`config.mk`:
```
export PLATFORM = sky130hd
export DESIGN_NAME = regfile_write_arbiter_flat
export DESIGN_NICKNAME = d
export VERILOG_FILES = /design/src/rtl/regfile_write_arbiter_if.sv /design/src/rtl/regfile_write_arbiter.sv /design/src/flat_wrapper.sv
export SDC_FILE = /design/constraint.sdc
export NUM_CORES = 1
export LEC_CHECK = 0
export CAP_MARGIN = 25
export CORE_MARGIN = 2
export CORE_UTILIZATION = 38
export CTS_BUF_LIST = sky130_fd_sc_hd__clkbuf_8
export DETAILED_ROUTE_END_ITERATION = 16
export GPL_ROUTABILITY_DRIVEN = 0
export PLACE_DENSITY = 0.82
export REMOVE_ABC_BUFFERS = 1
export SETUP_SLACK_MARGIN = 0.2
export SYNTH_ARGS = -nofsm -noshare
export SYNTH_HDL_FRONTEND = slang
export SYNTH_SLANG_ARGS = --single-unit
```
`constraint.sdc`:
```
create_clock -name clk -period 1.6 [get_ports clk]
set_clock_uncertainty 0.05 [all_clocks]
set_input_delay 0.24 -clock clk [delete_from_list [all_inputs] [get_ports clk]]
set_output_delay 0.24 -clock clk [all_outputs]
set_load 0.01 [all_outputs]
```
`src/rtl/regfile_write_arbiter_if.sv`:
```
`default_nettype none
// ============================================================================
// Module   : regfile_write_arbiter_if
// Purpose  : Bundles the writeback request channels (ALU and memory), the
//            destination-reservation channel, the read-hazard taps and the
//            register-file write port driven by regfile_write_arbiter.
// Ports    : master - execute/memory/issue/read side (drives requests,
//                     observes readies, stall and write port)
//            slave  - the arbiter itself
// Revision : 1.0  initial release
// ============================================================================
interface regfile_write_arbiter_if #(
    parameter int DATA_WIDTH = 16,
    parameter int ADDR_WIDTH = 4,
    parameter int NUM_REGS   = 16
);
    // ALU writeback request
    logic                  alu_valid;
    logic                  alu_ready;
    logic [ADDR_WIDTH-1:0] alu_addr;
    logic [DATA_WIDTH-1:0] alu_data;
    // Memory-load writeback request
    logic                  mem_valid;
    logic                  mem_ready;
    logic [ADDR_WIDTH-1:0] mem_addr;
    logic [DATA_WIDTH-1:0] mem_data;
    // Destination reservation from issue logic
    logic                  reserve_valid;
    logic [ADDR_WIDTH-1:0] reserve_addr;
    logic                  reserve_ready;
    // Read-side hazard detection
    logic [ADDR_WIDTH-1:0] AAddress;
    logic [ADDR_WIDTH-1:0] BAddress;
    logic                  a_use;
    logic                  b_use;
    logic                  stall;
    // Register file write port and status
    logic                  RegWrite;
    logic [ADDR_WIDTH-1:0] WriteAddress;
    logic [DATA_WIDTH-1:0] DataIn;
    logic [NUM_REGS-1:0]   pending;
    logic                  grant_src;

    modport master (
        output alu_valid, alu_addr, alu_data,
        output mem_valid, mem_addr, mem_data,
        output reserve_valid, reserve_addr,
        output AAddress, BAddress, a_use, b_use,
        input  alu_ready, mem_ready, reserve_ready, stall,
        input  RegWrite, WriteAddress, DataIn, pending, grant_src
    );

    modport slave (
        input  alu_valid, alu_addr, alu_data,
        input  mem_valid, mem_addr, mem_data,
        input  reserve_valid, reserve_addr,
        input  AAddress, BAddress, a_use, b_use,
        output alu_ready, mem_ready, reserve_ready, stall,
        output RegWrite, WriteAddress, DataIn, pending, grant_src
    );
endinterface
`default_nettype wire

```
`src/rtl/regfile_write_arbiter.sv`:
```
`default_nettype none
// ============================================================================
// Module   : regfile_write_arbiter
// Purpose  : Shares the register file's single write port between the ALU
//            and memory-load writeback paths using round-robin arbitration,
//            and keeps a per-register pending scoreboard that stalls reads of
//            registers whose result has not yet been written.
// Ports    : clk   - system clock, all state on the rising edge
//            reset - synchronous active-high reset
//            bus   - regfile_write_arbiter_if.slave (requests, reservation,
//                    read taps, registered write port, scoreboard, grant_src)
// Revision : 1.0  initial release
// ============================================================================
module regfile_write_arbiter #(
    parameter int DATA_WIDTH = 16,
    parameter int ADDR_WIDTH = 4,
    parameter int NUM_REGS   = 16   // must equal 2**ADDR_WIDTH
) (
    input  logic                    clk,
    input  logic                    reset,
    regfile_write_arbiter_if.slave  bus
);

    typedef enum logic [0:0] {
        SRC_ALU = 1'b0,
        SRC_MEM = 1'b1
    } src_t;

    // Round-robin state: which source won the most recent grant
    src_t                  r_last_grant;
    src_t                  w_last_grant_next;

    logic                  w_alu_grant;
    logic                  w_mem_grant;
    logic                  w_reserve_accept;

    logic                  r_reg_write;
    logic [ADDR_WIDTH-1:0] r_write_addr;
    logic [DATA_WIDTH-1:0] r_write_data;
    src_t                  r_grant_src;

    logic [NUM_REGS-1:0]   r_pending;
    logic [NUM_REGS-1:0]   w_pending_next;

    // ------------------------------------------------------------------
    // Arbitration and round-robin next state. Nothing is granted while
    // reset is high so no request can be accepted and then lost.
    // ------------------------------------------------------------------
    always_comb begin
        w_alu_grant       = 1'b0;
        w_mem_grant       = 1'b0;
        w_last_grant_next = r_last_grant;
        if (!reset) begin
            if (bus.alu_valid && bus.mem_valid) begin
                if (r_last_grant == SRC_MEM) begin
                    w_alu_grant = 1'b1;
                end else begin
                    w_mem_grant = 1'b1;
                end
            end else begin
                w_alu_grant = bus.alu_valid;
                w_mem_grant = bus.mem_valid;
            end
        end
        // Idle cycles leave the round-robin pointer untouched
        if (w_alu_grant) begin
            w_last_grant_next = SRC_ALU;
        end else if (w_mem_grant) begin
            w_last_grant_next = SRC_MEM;
        end
    end

    // A register already awaiting its result cannot be reserved again
    assign w_reserve_accept = ~reset & bus.reserve_valid & ~r_pending[bus.reserve_addr];

    // ------------------------------------------------------------------
    // Scoreboard next state. The clear happens on the same edge the
    // register file captures the write; a reservation landing on that
    // edge for the same register is applied afterwards so it wins.
    // ------------------------------------------------------------------
    always_comb begin
        w_pending_next = r_pending;
        if (r_reg_write) begin
            w_pending_next[r_write_addr] = 1'b0;
        end
        if (w_reserve_accept) begin
            w_pending_next[bus.reserve_addr] = 1'b1;
        end
    end

    // ------------------------------------------------------------------
    // Round-robin state register
    // ------------------------------------------------------------------
    always_ff @(posedge clk) begin
        if (reset) begin
            r_last_grant <= SRC_MEM;   // ALU wins the first contended cycle
        end else begin
            r_last_grant <= w_last_grant_next;
        end
    end

    // ------------------------------------------------------------------
    // Write port and scoreboard registers. Address/data/source only load
    // on a grant so they hold their last values across idle cycles.
    // ------------------------------------------------------------------
    always_ff @(posedge clk) begin
        if (reset) begin
            r_reg_write  <= 1'b0;
            r_write_addr <= '0;
            r_write_data <= '0;
            r_grant_src  <= SRC_ALU;
            r_pending    <= '0;
        end else begin
            r_reg_write <= w_alu_grant | w_mem_grant;
            r_pending   <= w_pending_next;
            if (w_alu_grant) begin
                r_write_addr <= bus.alu_addr;
                r_write_data <= bus.alu_data;
                r_grant_src  <= SRC_ALU;
            end else if (w_mem_grant) begin
                r_write_addr <= bus.mem_addr;
                r_write_data <= bus.mem_data;
                r_grant_src  <= SRC_MEM;
            end
        end
    end

    // ------------------------------------------------------------------
    // Outputs
    // ------------------------------------------------------------------
    assign bus.alu_ready     = w_alu_grant;
    assign bus.mem_ready     = w_mem_grant;
    assign bus.reserve_ready = w_reserve_accept;
    // No bypass: a used operand whose register is pending always stalls
    assign bus.stall         = ~reset & ((bus.a_use & r_pending[bus.AAddress]) |
                                         (bus.b_use & r_pending[bus.BAddress]));
    assign bus.RegWrite      = r_reg_write;
    assign bus.WriteAddress  = r_write_addr;
    assign bus.DataIn        = r_write_data;
    assign bus.pending       = r_pending;
    assign bus.grant_src     = r_grant_src;

endmodule
`default_nettype wire

```
`src/flat_wrapper.sv`:
```
// flat-port wrapper written by rule: the top's interface ports become plain ports
module regfile_write_arbiter_flat 
#(
    parameter int DATA_WIDTH = 16,
    parameter int ADDR_WIDTH = 4,
    parameter int NUM_REGS   = 16                              
)
  (clk, reset, bus_alu_valid, bus_alu_addr, bus_alu_data, bus_mem_valid, bus_mem_addr, bus_mem_data, bus_reserve_valid, bus_reserve_addr, bus_AAddress, bus_BAddress, bus_a_use, bus_b_use, bus_alu_ready, bus_mem_ready, bus_reserve_ready, bus_stall, bus_RegWrite, bus_WriteAddress, bus_DataIn, bus_pending, bus_grant_src);
  regfile_write_arbiter_if #(.DATA_WIDTH(DATA_WIDTH), .ADDR_WIDTH(ADDR_WIDTH), .NUM_REGS(NUM_REGS)) bus_i ();
  input  logic clk;
  input  logic reset;
  input wire logic [$bits(bus_i.alu_valid)-1:0] bus_alu_valid;
  input wire logic [$bits(bus_i.alu_addr)-1:0] bus_alu_addr;
  input wire logic [$bits(bus_i.alu_data)-1:0] bus_alu_data;
  input wire logic [$bits(bus_i.mem_valid)-1:0] bus_mem_valid;
  input wire logic [$bits(bus_i.mem_addr)-1:0] bus_mem_addr;
  input wire logic [$bits(bus_i.mem_data)-1:0] bus_mem_data;
  input wire logic [$bits(bus_i.reserve_valid)-1:0] bus_reserve_valid;
  input wire logic [$bits(bus_i.reserve_addr)-1:0] bus_reserve_addr;
  input wire logic [$bits(bus_i.AAddress)-1:0] bus_AAddress;
  input wire logic [$bits(bus_i.BAddress)-1:0] bus_BAddress;
  input wire logic [$bits(bus_i.a_use)-1:0] bus_a_use;
  input wire logic [$bits(bus_i.b_use)-1:0] bus_b_use;
  output wire logic [$bits(bus_i.alu_ready)-1:0] bus_alu_ready;
  output wire logic [$bits(bus_i.mem_ready)-1:0] bus_mem_ready;
  output wire logic [$bits(bus_i.reserve_ready)-1:0] bus_reserve_ready;
  output wire logic [$bits(bus_i.stall)-1:0] bus_stall;
  output wire logic [$bits(bus_i.RegWrite)-1:0] bus_RegWrite;
  output wire logic [$bits(bus_i.WriteAddress)-1:0] bus_WriteAddress;
  output wire logic [$bits(bus_i.DataIn)-1:0] bus_DataIn;
  output wire logic [$bits(bus_i.pending)-1:0] bus_pending;
  output wire logic [$bits(bus_i.grant_src)-1:0] bus_grant_src;
  assign bus_i.alu_valid = bus_alu_valid;
  assign bus_i.alu_addr = bus_alu_addr;
  assign bus_i.alu_data = bus_alu_data;
  assign bus_i.mem_valid = bus_mem_valid;
  assign bus_i.mem_addr = bus_mem_addr;
  assign bus_i.mem_data = bus_mem_data;
  assign bus_i.reserve_valid = bus_reserve_valid;
  assign bus_i.reserve_addr = bus_reserve_addr;
  assign bus_i.AAddress = bus_AAddress;
  assign bus_i.BAddress = bus_BAddress;
  assign bus_i.a_use = bus_a_use;
  assign bus_i.b_use = bus_b_use;
  assign bus_alu_ready = bus_i.alu_ready;
  assign bus_mem_ready = bus_i.mem_ready;
  assign bus_reserve_ready = bus_i.reserve_ready;
  assign bus_stall = bus_i.stall;
  assign bus_RegWrite = bus_i.RegWrite;
  assign bus_WriteAddress = bus_i.WriteAddress;
  assign bus_DataIn = bus_i.DataIn;
  assign bus_pending = bus_i.pending;
  assign bus_grant_src = bus_i.grant_src;
  regfile_write_arbiter #(.DATA_WIDTH(DATA_WIDTH), .ADDR_WIDTH(ADDR_WIDTH), .NUM_REGS(NUM_REGS)) u_core (.clk(clk), .reset(reset), .bus(bus_i));
endmodule
```
==> results.toml <==
[place]
dp_cells = 451
pre_cts_ws_ns = -1.02
hpwlAfterDp_mm = 5.84
portBuffers = 100

[cts]
cts-root-buf = "clkbuf_8"
ctsHoldBuffers = 0
htree_levels = 2
clock_path_buffers = 2
clkSlewWorstSetupHoldPaths_ns = 0.08
cts_sinks = 39
clkLatencyLatePin_ns = 0.30
cts_tree = "yes"
cts_made_buffers = 5

[run_status]
status = "complete, but fails checks"
violations = "negative setup slack"

[finish]
instances_no_fill = 479
n_antenna_cell = 0
seq_area_um2 = 803
nets = 465
layout-drive-gt1-share = 0.423
area_growth_pct = 102
final_core_util = 0.784
n_fill_cell = 324
multi_input_area_um2 = 1620

[critical_path]
start_kind = "flip-flop"
cp.required_ns = 1.31
crit_fanout = 3
critPathKind = "reg -> out"
crit_path_end_kind = "primary output"
arrival_ns = 1.57
ff2ff_path_depth = 7

[drt]
drtAntennaViolNets = 0
drt_iter0_markers = 211
routedWlPerCell_um = 22.0
routed_via_density = 5.99
wirelength_mm = 10.5
firstDrtPassIters = 5
drcViolationCount = 0
vias = 2870

[timing]
hold_viol_final = 0
fin_crit_ns = 1.86
rsz0062_at_grt = "yes"
setup_viol = 2
relSlewSlack = 0.689
fin_crit_sh = 1.16
max_freq_mhz = 537
setup_slack_ns = -0.261
worst_slew_pin_slew_ns = 0.459
maxSlewViolCount = 0
fin_setup_tns_ns = -0.494

[floorplanning]
num_rows = 27
die_x_um = 78.8
dieArea_um2 = 6220
ios = 101
design.core.area_um2 = 5470
initial_core_util = 0.389
die_h_um = 78.8

[yosys]
yosysMostFrequentCell = "dfxtp_1"
ys.flop_type = "dfxtp_1"
synth_area_per_cell_um2 = 8.76
syn_inst = 243
synth_edf_count = 0
synthArstFlopShare = 0
yosys_warnings = 0
ys_seq_area_frac = 0.367
synth-seq-cells = 39
synthDistinctLibCells = 38
synth_top_area_share = 0.367
synthesis.area_um2 = 2130
synth_largest_area_cell = "dfxtp_1"
synthTopCellsByArea = "dfxtp_1, mux2i_1, nand2_1"
ys_top_cells_by_count = "dfxtp_1, nand2_1, mux2i_1"

[global_routing]
grt_usage = 0.295
use_met2 = 0.520
grt.busiest_layer = "met2"
gr-usage-met3 = 0.0705
grt_antenna_before_repair = 0
grt_pass1_wl_mm = 14.1
grt_use_met1 = 0.328
grt_remaining_overflow = 0
grt_pass1_vias = 2792
grt_max_degree = 27

[flow_run]
max-cap-violations = 0

[power]
worst_ir_drop_vdd_v = 0.000433
p_leak_nw = 1.91
powerDensity_nw_per_um2 = 605

[worst_hold_path]
holdPathStages = 3
hold_class = "in -> reg"
[worst max-delay path, cell delays in order, from the launching register on]
cell,delay (ns)
dfxtp_2,0.37
buf_4,0.12
nor2b_1,0.24
a2111oi_4,0.06
a21oi_1,0.17
nand3_1,0.10
nand3_1,0.09
buf_2,0.13
[through the flow]
stage	cell area [um^2]	hold WS, ns	power, mW
2_1_floorplan	2040	0.259	1.29
3_3_place_gp	3520	0.391	1.70
3_5_place_dp	3520	0.398	1.71
4_1_cts	3990	0.266	2.44
5_1_grt	4290	0.445	2.68
6_report	4290	0.398	2.60
[cells in the final DEF, fill, tap and decap left out, types with 4 or more instances in the layout]
master,instances
a21oi_1,5
nor2_1,16
nor2b_2,4
buf_4,46
a22oi_1,8
a21oi_2,12
clkdlybuf4s50_1,46
buf_2,4
nand3_1,14
mux4_2,4
mux2i_1,20
a211oi_1,7
buf_8,4
inv_1,9
a22oi_2,5
clkbuf_8,5
buf_6,19
dlygate4sd2_1,42
o211ai_1,4
nand2_1,14
nand2_4,13
dfxtp_1,25
o311ai_1,5
dfxtp_2,12
[area by class of cell]
class                      instances  share of cell area
clock buffer                       5              0.0160
clock inverter                     3             0.00379
inverter                          10             0.00992
tap                               72              0.0210
multi-input combinational        178               0.378
sequential                        39               0.187
timing repair buffer             172               0.384
[path summary, 6_finish.rpt]
check | start | to | slack (ns)
hold / removal | bus_mem_valid | u_core.r_last_grant | 0.40
hold reg to reg | u_core.bus.DataIn[7] | u_core.bus.DataIn[7] | 0.43
setup / recovery | u_core.bus.pending[0] | bus_stall | -0.26
setup reg to reg | u_core.r_last_grant | u_core.bus.DataIn[6] | 0.02
[per-layer routing]
metal | vias up | wire length [um]
met1 | 1348 | 3700
met4 | 0 | 573
met5 | - | 0
met3 | 60 | 998
li1 | 1243 | -
met2 | 219 | 5270
[what timing repair did]
| item | CTS | global route |
|---|---|---|
| pin swaps | 41 | 16 |
| cloned | 3 | 1 |
| resized for setup | 170 | 58 |
| setup endpoints to repair | 79 | 43 |
| setup buffers | 13 | 3 |
[cells by family after synthesis]
group / share of synthesized area
buf+inv: 0.0594
compound gates: 0.255
mux: 0.149
simple gates: 0.170
flops: 0.367
[state kept, by name, indices dropped and copies added (netlist names)]
register and count:
u_core.bus.WriteAddress 4, u_core.r_last_grant 1, u_core.bus.DataIn 16, u_core.bus.RegWrite 1, u_core.bus.grant_src 1, u_core.bus.pending 16
[report_power, final]
| group | leakage [nW] | internal, mW | total [mW] | switching [mW] |
|---|---|---|---|---|
| registers | 0.326 | 1.02 | 1.08 | 0.0605 |
| logic | 1.54 | 0.442 | 0.839 | 0.398 |
| clock network | 0.0453 | 0.299 | 0.672 | 0.374 |
Power figures use the tool's default switching activity.
